$ cat src/rtl/reglk_pkg.sv
`default_nettype none
// ============================================================================
//  Module      : reglk_pkg
//  Description : Shared types, constants and helpers for the register-lock
//                bank: unlock FSM state type, index-width helper and the
//                width of the optional violation counter.
//  Revision    : 1.0 - initial release
// ============================================================================
package reglk_pkg;

    typedef enum logic [1:0] {
        LOCKED   = 2'd0,
        HOLD     = 2'd1,
        UNLOCKED = 2'd2
    } reglk_state_e;

    localparam int VIOL_CNT_W = 16;

    // Width of a word index; never below 1 so a single-word bank still has
    // a real index port.
    function automatic int idx_w(input int n);
        if (n <= 1) begin
            return 1;
        end
        return $clog2(n);
    endfunction

endpackage : reglk_pkg
`default_nettype wire

$ cat src/rtl/reglk_unlock_fsm.sv
`default_nettype none
// ============================================================================
//  Module      : reglk_unlock_fsm
//  Description : Debug-unlock qualifier. jtag_unlock_i must stay high for
//                UNLOCK_HOLD counted cycles in HOLD before the bank unlocks;
//                dropping it at any point returns to LOCKED.
//  Ports       : clk_i          - clock, rising edge
//                rst_i          - synchronous active-high reset
//                jtag_unlock_i  - debug unlock request (level)
//                state_o        - current FSM state
//                unlock_pulse_o - high in the cycle whose closing edge
//                                 enters UNLOCKED
//  Revision    : 1.0 - initial release
// ============================================================================
module reglk_unlock_fsm
    import reglk_pkg::*;
#(
    parameter int UNLOCK_HOLD = 16
) (
    input  logic         clk_i,
    input  logic         rst_i,
    input  logic         jtag_unlock_i,
    output reglk_state_e state_o,
    output logic         unlock_pulse_o
);

    localparam logic [1:0] c_ST_LOCKED   = 2'd0;
    localparam logic [1:0] c_ST_HOLD     = 2'd1;
    localparam logic [1:0] c_ST_UNLOCKED = 2'd2;

    localparam int CNT_W = $clog2(UNLOCK_HOLD + 1);
    localparam logic [CNT_W-1:0] c_HOLD_CNT = CNT_W'(UNLOCK_HOLD);

    logic [1:0]       r_state;
    logic [CNT_W-1:0] r_cnt;
    logic             w_enter;

    // Combinational so the top can clear words on the very edge that enters
    // UNLOCKED, not one cycle later.
    assign w_enter = (r_state == c_ST_HOLD) && jtag_unlock_i && (r_cnt == c_HOLD_CNT);

    always_ff @(posedge clk_i) begin
        if (rst_i) begin
            r_state <= c_ST_LOCKED;
            r_cnt   <= '0;
        end else begin
            case (r_state)
                c_ST_LOCKED: begin
                    if (jtag_unlock_i) begin
                        r_state <= c_ST_HOLD;
                        r_cnt   <= CNT_W'(1);
                    end
                end
                c_ST_HOLD: begin
                    if (!jtag_unlock_i) begin
                        r_state <= c_ST_LOCKED;
                        r_cnt   <= '0;
                    end else if (w_enter) begin
                        r_state <= c_ST_UNLOCKED;
                        r_cnt   <= '0;
                    end else begin
                        r_cnt <= r_cnt + CNT_W'(1);
                    end
                end
                c_ST_UNLOCKED: begin
                    if (!jtag_unlock_i) begin
                        r_state <= c_ST_LOCKED;
                    end
                end
                default: begin
                    r_state <= c_ST_LOCKED;
                    r_cnt   <= '0;
                end
            endcase
        end
    end

    assign state_o        = reglk_state_e'(r_state);
    assign unlock_pulse_o = w_enter;

endmodule : reglk_unlock_fsm
`default_nettype wire

$ cat src/rtl/reglk_bank_ctrl.sv
`default_nettype none
// ============================================================================
//  Module      : reglk_bank_ctrl
//  Description : Register-lock bank. Holds NUM_REGS lock words that gate
//                writes to protected registers. Words are set-only unless the
//                debug unlock FSM is UNLOCKED; a sticky lockdown flag rejects
//                all writes until reset or unlock.
//  Ports       : clk_i, rst_i             - clock, sync active-high reset
//                wr_en_i/idx/data         - single-cycle write request
//                wr_ack_o, wr_err_o       - completion/rejection, 1 cycle later
//                lockdown_i               - pulse, sets sticky lockdown
//                jtag_unlock_i            - debug unlock request (level)
//                unlocked_o               - FSM is UNLOCKED
//                reglk_o                  - registered lock words
//                viol_cnt_o, viol_idx_o   - audit outputs (REGLK_AUDIT_EN only)
//  Config      : define REGLK_AUDIT_EN to add the violation audit outputs.
//  Revision    : 1.0 - initial release
// ============================================================================
module reglk_bank_ctrl
    import reglk_pkg::*;
#(
    parameter int              NUM_REGS    = 6,
    parameter int              REG_W       = 32,
    parameter logic [REG_W-1:0] RST_VAL    = '1,
    parameter int              UNLOCK_HOLD = 16,
    localparam int             IDX_W       = idx_w(NUM_REGS)
) (
    input  logic                           clk_i,
    input  logic                           rst_i,
    input  logic                           wr_en_i,
    input  logic [IDX_W-1:0]               wr_idx_i,
    input  logic [REG_W-1:0]               wr_data_i,
    output logic                           wr_ack_o,
    output logic                           wr_err_o,
    input  logic                           lockdown_i,
    input  logic                           jtag_unlock_i,
    output logic                           unlocked_o,
`ifdef REGLK_AUDIT_EN
    output logic [VIOL_CNT_W-1:0]          viol_cnt_o,
    output logic [IDX_W-1:0]               viol_idx_o,
`endif
    output logic [NUM_REGS-1:0][REG_W-1:0] reglk_o
);

    localparam logic [IDX_W:0] c_NUM_REGS = (IDX_W + 1)'(NUM_REGS);

    reglk_state_e                  w_state;
    logic                          w_unlock_pulse;
    logic                          w_unlocked;
    logic                          w_idx_bad;
    logic                          w_ld_active;
    logic                          w_wr_err;
    logic                          w_wr_ok;
    logic                          w_overwrite;

    logic [NUM_REGS-1:0][REG_W-1:0] r_words;
    logic                           r_lockdown;
    logic                           r_ack;
    logic                           r_err;

    reglk_unlock_fsm #(
        .UNLOCK_HOLD (UNLOCK_HOLD)
    ) u_unlock_fsm (
        .clk_i          (clk_i),
        .rst_i          (rst_i),
        .jtag_unlock_i  (jtag_unlock_i),
        .state_o        (w_state),
        .unlock_pulse_o (w_unlock_pulse)
    );

    assign w_unlocked  = (w_state == UNLOCKED);
    assign w_idx_bad   = ({1'b0, wr_idx_i} >= c_NUM_REGS);
    // A lockdown pulse on the same edge as a write already blocks it.
    assign w_ld_active = r_lockdown | lockdown_i;
    // The unlock-entry edge clears lockdown, so a write there is not rejected
    // for lockdown (its data is still discarded by the clear).
    assign w_wr_err    = wr_en_i &&
                         (w_idx_bad || (w_ld_active && !w_unlocked && !w_unlock_pulse));
    assign w_wr_ok     = wr_en_i && !w_wr_err;
    // On the UNLOCKED->LOCKED edge (request dropped) writes are already set-only.
    assign w_overwrite = w_unlocked && jtag_unlock_i;

    always_ff @(posedge clk_i) begin
        if (rst_i) begin
            for (int i = 0; i < NUM_REGS; i++) begin
                r_words[i] <= RST_VAL;
            end
        end else if (w_unlock_pulse) begin
            r_words <= '0;
        end else if (w_wr_ok) begin
            for (int i = 0; i < NUM_REGS; i++) begin
                if (wr_idx_i == IDX_W'(i)) begin
                    r_words[i] <= w_overwrite ? wr_data_i : (r_words[i] | wr_data_i);
                end
            end
        end
    end

    always_ff @(posedge clk_i) begin
        if (rst_i) begin
            r_lockdown <= 1'b0;
        end else if (w_unlock_pulse) begin
            r_lockdown <= 1'b0;
        end else if (lockdown_i && !w_unlocked) begin
            r_lockdown <= 1'b1;
        end
    end

    always_ff @(posedge clk_i) begin
        if (rst_i) begin
            r_ack <= 1'b0;
            r_err <= 1'b0;
        end else begin
            r_ack <= wr_en_i;
            r_err <= w_wr_err;
        end
    end

`ifdef REGLK_AUDIT_EN
    logic [VIOL_CNT_W-1:0] r_viol_cnt;
    logic [IDX_W-1:0]      r_viol_idx;

    always_ff @(posedge clk_i) begin
        if (rst_i) begin
            r_viol_cnt <= '0;
            r_viol_idx <= '0;
        end else if (w_wr_err) begin
            if (r_viol_cnt != '1) begin
                r_viol_cnt <= r_viol_cnt + VIOL_CNT_W'(1);
            end
            r_viol_idx <= wr_idx_i;
        end
    end

    assign viol_cnt_o = r_viol_cnt;
    assign viol_idx_o = r_viol_idx;
`endif

    assign wr_ack_o   = r_ack;
    assign wr_err_o   = r_err;
    assign unlocked_o = w_unlocked;
    assign reglk_o    = r_words;

endmodule : reglk_bank_ctrl
`default_nettype wire
$ cat config.mk
export PLATFORM = sky130hd
export DESIGN_NAME = reglk_bank_ctrl
export DESIGN_NICKNAME = d
export VERILOG_FILES = /design/src/rtl/reglk_pkg.sv /design/src/rtl/reglk_unlock_fsm.sv /design/src/rtl/reglk_bank_ctrl.sv
export SDC_FILE = /design/constraint.sdc
export NUM_CORES = 1
export LEC_CHECK = 0
export CORE_ASPECT_RATIO = 0.7
export CORE_MARGIN = 2
export CORE_UTILIZATION = 35
export DETAILED_ROUTE_END_ITERATION = 10
export GPL_ROUTABILITY_DRIVEN = 0
export MAX_ROUTING_LAYER = met4
export PLACE_DENSITY_LB_ADDON = 0.15
export SYNTH_ARGS = -nofsm -noshare
export SYNTH_HDL_FRONTEND = slang
export SYNTH_HIERARCHICAL = 1
export SYNTH_SLANG_ARGS = --single-unit
$ cat constraint.sdc
create_clock -name clk_i -period 2.34 [get_ports clk_i]
set_input_delay 0.468 -clock clk_i [delete_from_list [all_inputs] [get_ports clk_i]]
set_output_delay 0.468 -clock clk_i [all_outputs]
set_load 0.01 [all_outputs]
==> impl_metrics.py <==
metrics = {
    "clock_tree": {
        "cts_tree": "done",
        "clock_latency_ns": 0.49,
        "clkSlewWorstSetupHoldPaths_ns": 0.07,
        "cts-hold-fix-buffers": 0,
        "cts_inserted_buffers": 20,
        "clockBufferDepth": 3,
        "cts.sinks": 202,
        "cts-root-buf": "clkbuf_16",
        "ctsHtreeMaxLevel": 1,
    },
    "global_routing": {
        "grt_pass1_wl_um": 35400,
        "grt_max_degree": 70,
        "overflow": 0,
        "grt_antenna_before_repair": 0,
        "grt_pass1_vias": 5903,
        "grt_use_total_pct": 22.9,
    },
    "yosys": {
        "synthMuxAreaShare_pct": 0,
        "synth_compound_area_share_pct": 31.6,
        "synth-xor-area-share_pct": 0.260,
        "yosys_warnings": 6,
        "synth_adder_area_share_pct": 0.371,
        "yosys_register_bits": 202,
        "yosysSeqAreaShare_pct": 60.0,
        "yosys.area_share.simple_pct": 3.58,
        "syn-num-nets": 562,
        "synth_top_family_by_area": "compound AO/OA/AOI/OAI gates",
        "synth_cell_types": 36,
        "syn-instance-count": 520,
        "syn_area_per_cell_um2": 13.0,
        "syn_area_mm2": 0.00674,
    },
    "floorplanning": {
        "coreArea_mm2": 0.0189,
        "ios": 235,
        "rows": 42,
        "start_util_pct": 35.7,
        "dieArea_mm2": 0.0204,
        "die_w_um": 170,
        "die_y_um": 120,
    },
    "critical_path": {
        "arrival_ns": 2.68,
        "critPathKind": "register to register",
        "critPathBufInv": 3,
        "crit_required_ns": 2.76,
        "slowest_delay_ns": 0.35,
        "critPathMaxFanout": 21,
        "worstPathCellList": "inv_1, ha_1, nor4bb_4, and3_4, or2_4, buf_4, a2111oi_4, buf_12, a221o_1",
        "slowest_stage": "dfxtp_1",
        "worst_setup_path_end_kind": "register",
        "cp_top_family": "simple AND/OR/NAND/NOR gates",
        "startpoint_type": "register",
    },
    "cells_and_area": {
        "seq_area_mm2": 0.00405,
        "drive_above_1_share_pct": 13.0,
        "layout.nets": 804,
        "num-fill-cells": 1554,
        "insertedDiodeCount": 0,
        "final_cell_count_no_fill": 1017,
        "fin_util_pct": 55.9,
        "areaGrowthSynthToFinish_pct": 56.4,
        "multi_input_area_mm2": 0.00259,
    },
    "detailed_routing": {
        "drt-vias-per-instance": 5.91,
        "ant_nets": 0,
        "route.detailed.wl_per_inst_um": 23.7,
        "vias": 6012,
        "first_iter_violations": 532,
        "drt_first_pass_iters": 5,
        "route.detailed.drc": 0,
        "routed_wl_um": 24100,
    },
    "pwr": {
        "powerDensity_mw_per_mm2": 668,
        "power.total_mw": 7.04,
        "p_leak_nw": 3.77,
        "peakVddDrop_uv": 430,
    },
    "sta": {
        "tightest_slew_ns": 0.706,
        "period_needed_ns": 2.26,
        "tns_ns": 0,
        "timing.fmax_mhz": 442,
        "drv_slew": 0,
        "setup_violations": 0,
        "hold_viol_final": 0,
        "fin_hold_ws_ns": 0.434,
        "fin_skew_ns": 0.0169,
        "slew_headroom_pct": 52.8,
        "fin_crit_sh_pct": 96.7,
    },
    "min_path": {
        "hold_class": "primary input to register",
    },
    "run": {
        "drv_cap": 0,
    },
    "place": {
        "io_buffers": 234,
        "placed_cells": 974,
        "post-dp-hpwl_um": 15700,
    },
    "run_status": {
        "status": "finished clean",
    },
}
## repair_timing
item / CTS / global route
gates cloned: 0 / 2
gates resized for setup: 6 / 3
setup buffers: 0 / 6
pin swaps: 3 / 4
setup endpoints to repair: 115 / 148
## worst paths after layout
check	startpoint	to	slack [ns]	depth (start not counted)
hold reg to reg	reglk_o[7]$_SDFFE_PP1P_	reglk_o[7]$_SDFFE_PP1P_	0.48	1
hold / removal	rst_i	u_unlock_fsm/r_cnt[1]$_SDFFE_PP0P_	0.43	2
setup reg to reg	u_unlock_fsm/r_cnt[0]$_SDFFE_PP0P_	reglk_o[87]$_SDFFE_PP1P_	0.08	9
setup / recovery	u_unlock_fsm/r_cnt[0]$_SDFFE_PP0P_	reglk_o[87]$_SDFFE_PP1P_	0.08	9
## through the flow
stage / setup slack, ns / cell area, µm²
5_1_grt: -0.0227 / 10500
3_3_place_gp: -0.187 / 9730
2_1_floorplan: 0.107 / 6740
3_5_place_dp: -0.226 / 9730
6_report: 0.0769 / 10500
4_1_cts: 0.0432 / 10400
## cell usage in the layout (no fill, tap or decap), drive strengths merged, types with 2 or more instances in the layout
master	Yosys	final
clkinv	0	5
nand3b	5	5
or2	2	2
nand2b	5	5
buf	22	47
clkbuf	40	26
nand2	3	3
a41oi	4	5
a211oi	5	5
inv	5	6
xor2	2	2
dfxtp	202	202
nand3	3	3
clkdlybuf4s50	0	233
ha	2	2
a21oi	6	6
nor2b	3	3
nand4	2	2
clkinvlp	0	2
bufinv	0	2
a221o	192	192
a2111oi	2	2
## layer usage
| metal | GRT usage (%) | up-vias | wire [µm] |
|---|---|---|---|
| li1 | - | 2664 | - |
| met1 | 31.3 | 3040 | 10700 |
| met2 | 33.3 | 271 | 10700 |
| met3 | 6.73 | 37 | 2180 |
| met4 | 5.29 | 0 | 466 |
| met5 | - | - | 0 |
## registers in the layout, indices dropped and copies added (netlist names)
register,count
r_lockdown,1
wr_ack_o,1
reglk_o,192
u_unlock_fsm/r_cnt,5
wr_err_o,1
u_unlock_fsm/state_o,2
## worst reg2reg max path, delay by kind of cell, from the launching register on
kind	cells	cell delay, ns
AND/OR/NAND/NOR	3	0.64
AO/OA/AOI/OAI	2	0.51
buffers and inverters	3	0.46
flip-flops	1	0.35
adder cells (fa/ha/maj)	1	0.22
## power by group
part           leakage (nW)  switching [mW]  internal [mW]  total, mW
Sequential             1.64         0.00615           3.44       3.45
Clock                 0.329            1.36           1.93       3.29
Combinational          1.81           0.193          0.110      0.304
## kinds of logic (layout without fill, tap and decap cells)
logic type,after synthesis,after routing
and+or+nand+nor,34,34
buffers and inverters,67,321
DFF,202,202
adders and majority gates,2,2
xor gates and xnor gates,2,2
AOI/OAI and AO/OA,213,214
## synth_stat cells
cell / instances / share of area, %
a2111oi_4: 2 / 0.82
a211oi_1: 1 / 0.11
a211oi_2: 4 / 0.74
a21oi_1: 6 / 0.45
a221o_1: 192 / 29
a221oi_1: 1 / 0.13
a31oi_1: 1 / 0.093
a32oi_1: 1 / 0.13
a41oi_1: 4 / 0.52
and3_2: 1 / 0.11
and3b_1: 1 / 0.13
and4bb_2: 1 / 0.19
buf_2: 21 / 1.6
buf_4: 1 / 0.11
clkbuf_1: 40 / 2.2
dfxtp_1: 202 / 60
ha_1: 2 / 0.37
inv_1: 5 / 0.28
nand2_1: 3 / 0.17
nand2b_1: 5 / 0.46
nand3_1: 3 / 0.22
nand3b_1: 5 / 0.56
nand4_1: 2 / 0.19
nand4b_1: 1 / 0.13
nand4bb_1: 1 / 0.17
nor2b_1: 3 / 0.28
nor3_1: 1 / 0.074
nor3b_1: 1 / 0.11
nor4bb_2: 1 / 0.24
o32ai_1: 1 / 0.13
or2_1: 1 / 0.093
or2_4: 1 / 0.13
or3_1: 1 / 0.093
or3b_1: 1 / 0.13
or4_1: 1 / 0.11
xor2_1: 2 / 0.26
## final cells by class
cell class | instances | share of cell area (%)
timing repair buffer | 281 | 27.6
tap | 242 | 2.87
inverter | 5 | 0.202
clock buffer | 25 | 5.31
sequential | 202 | 38.4
multi-input combinational | 252 | 24.6
clock inverter | 10 | 1.10
(Power assumes the default switching activity.)
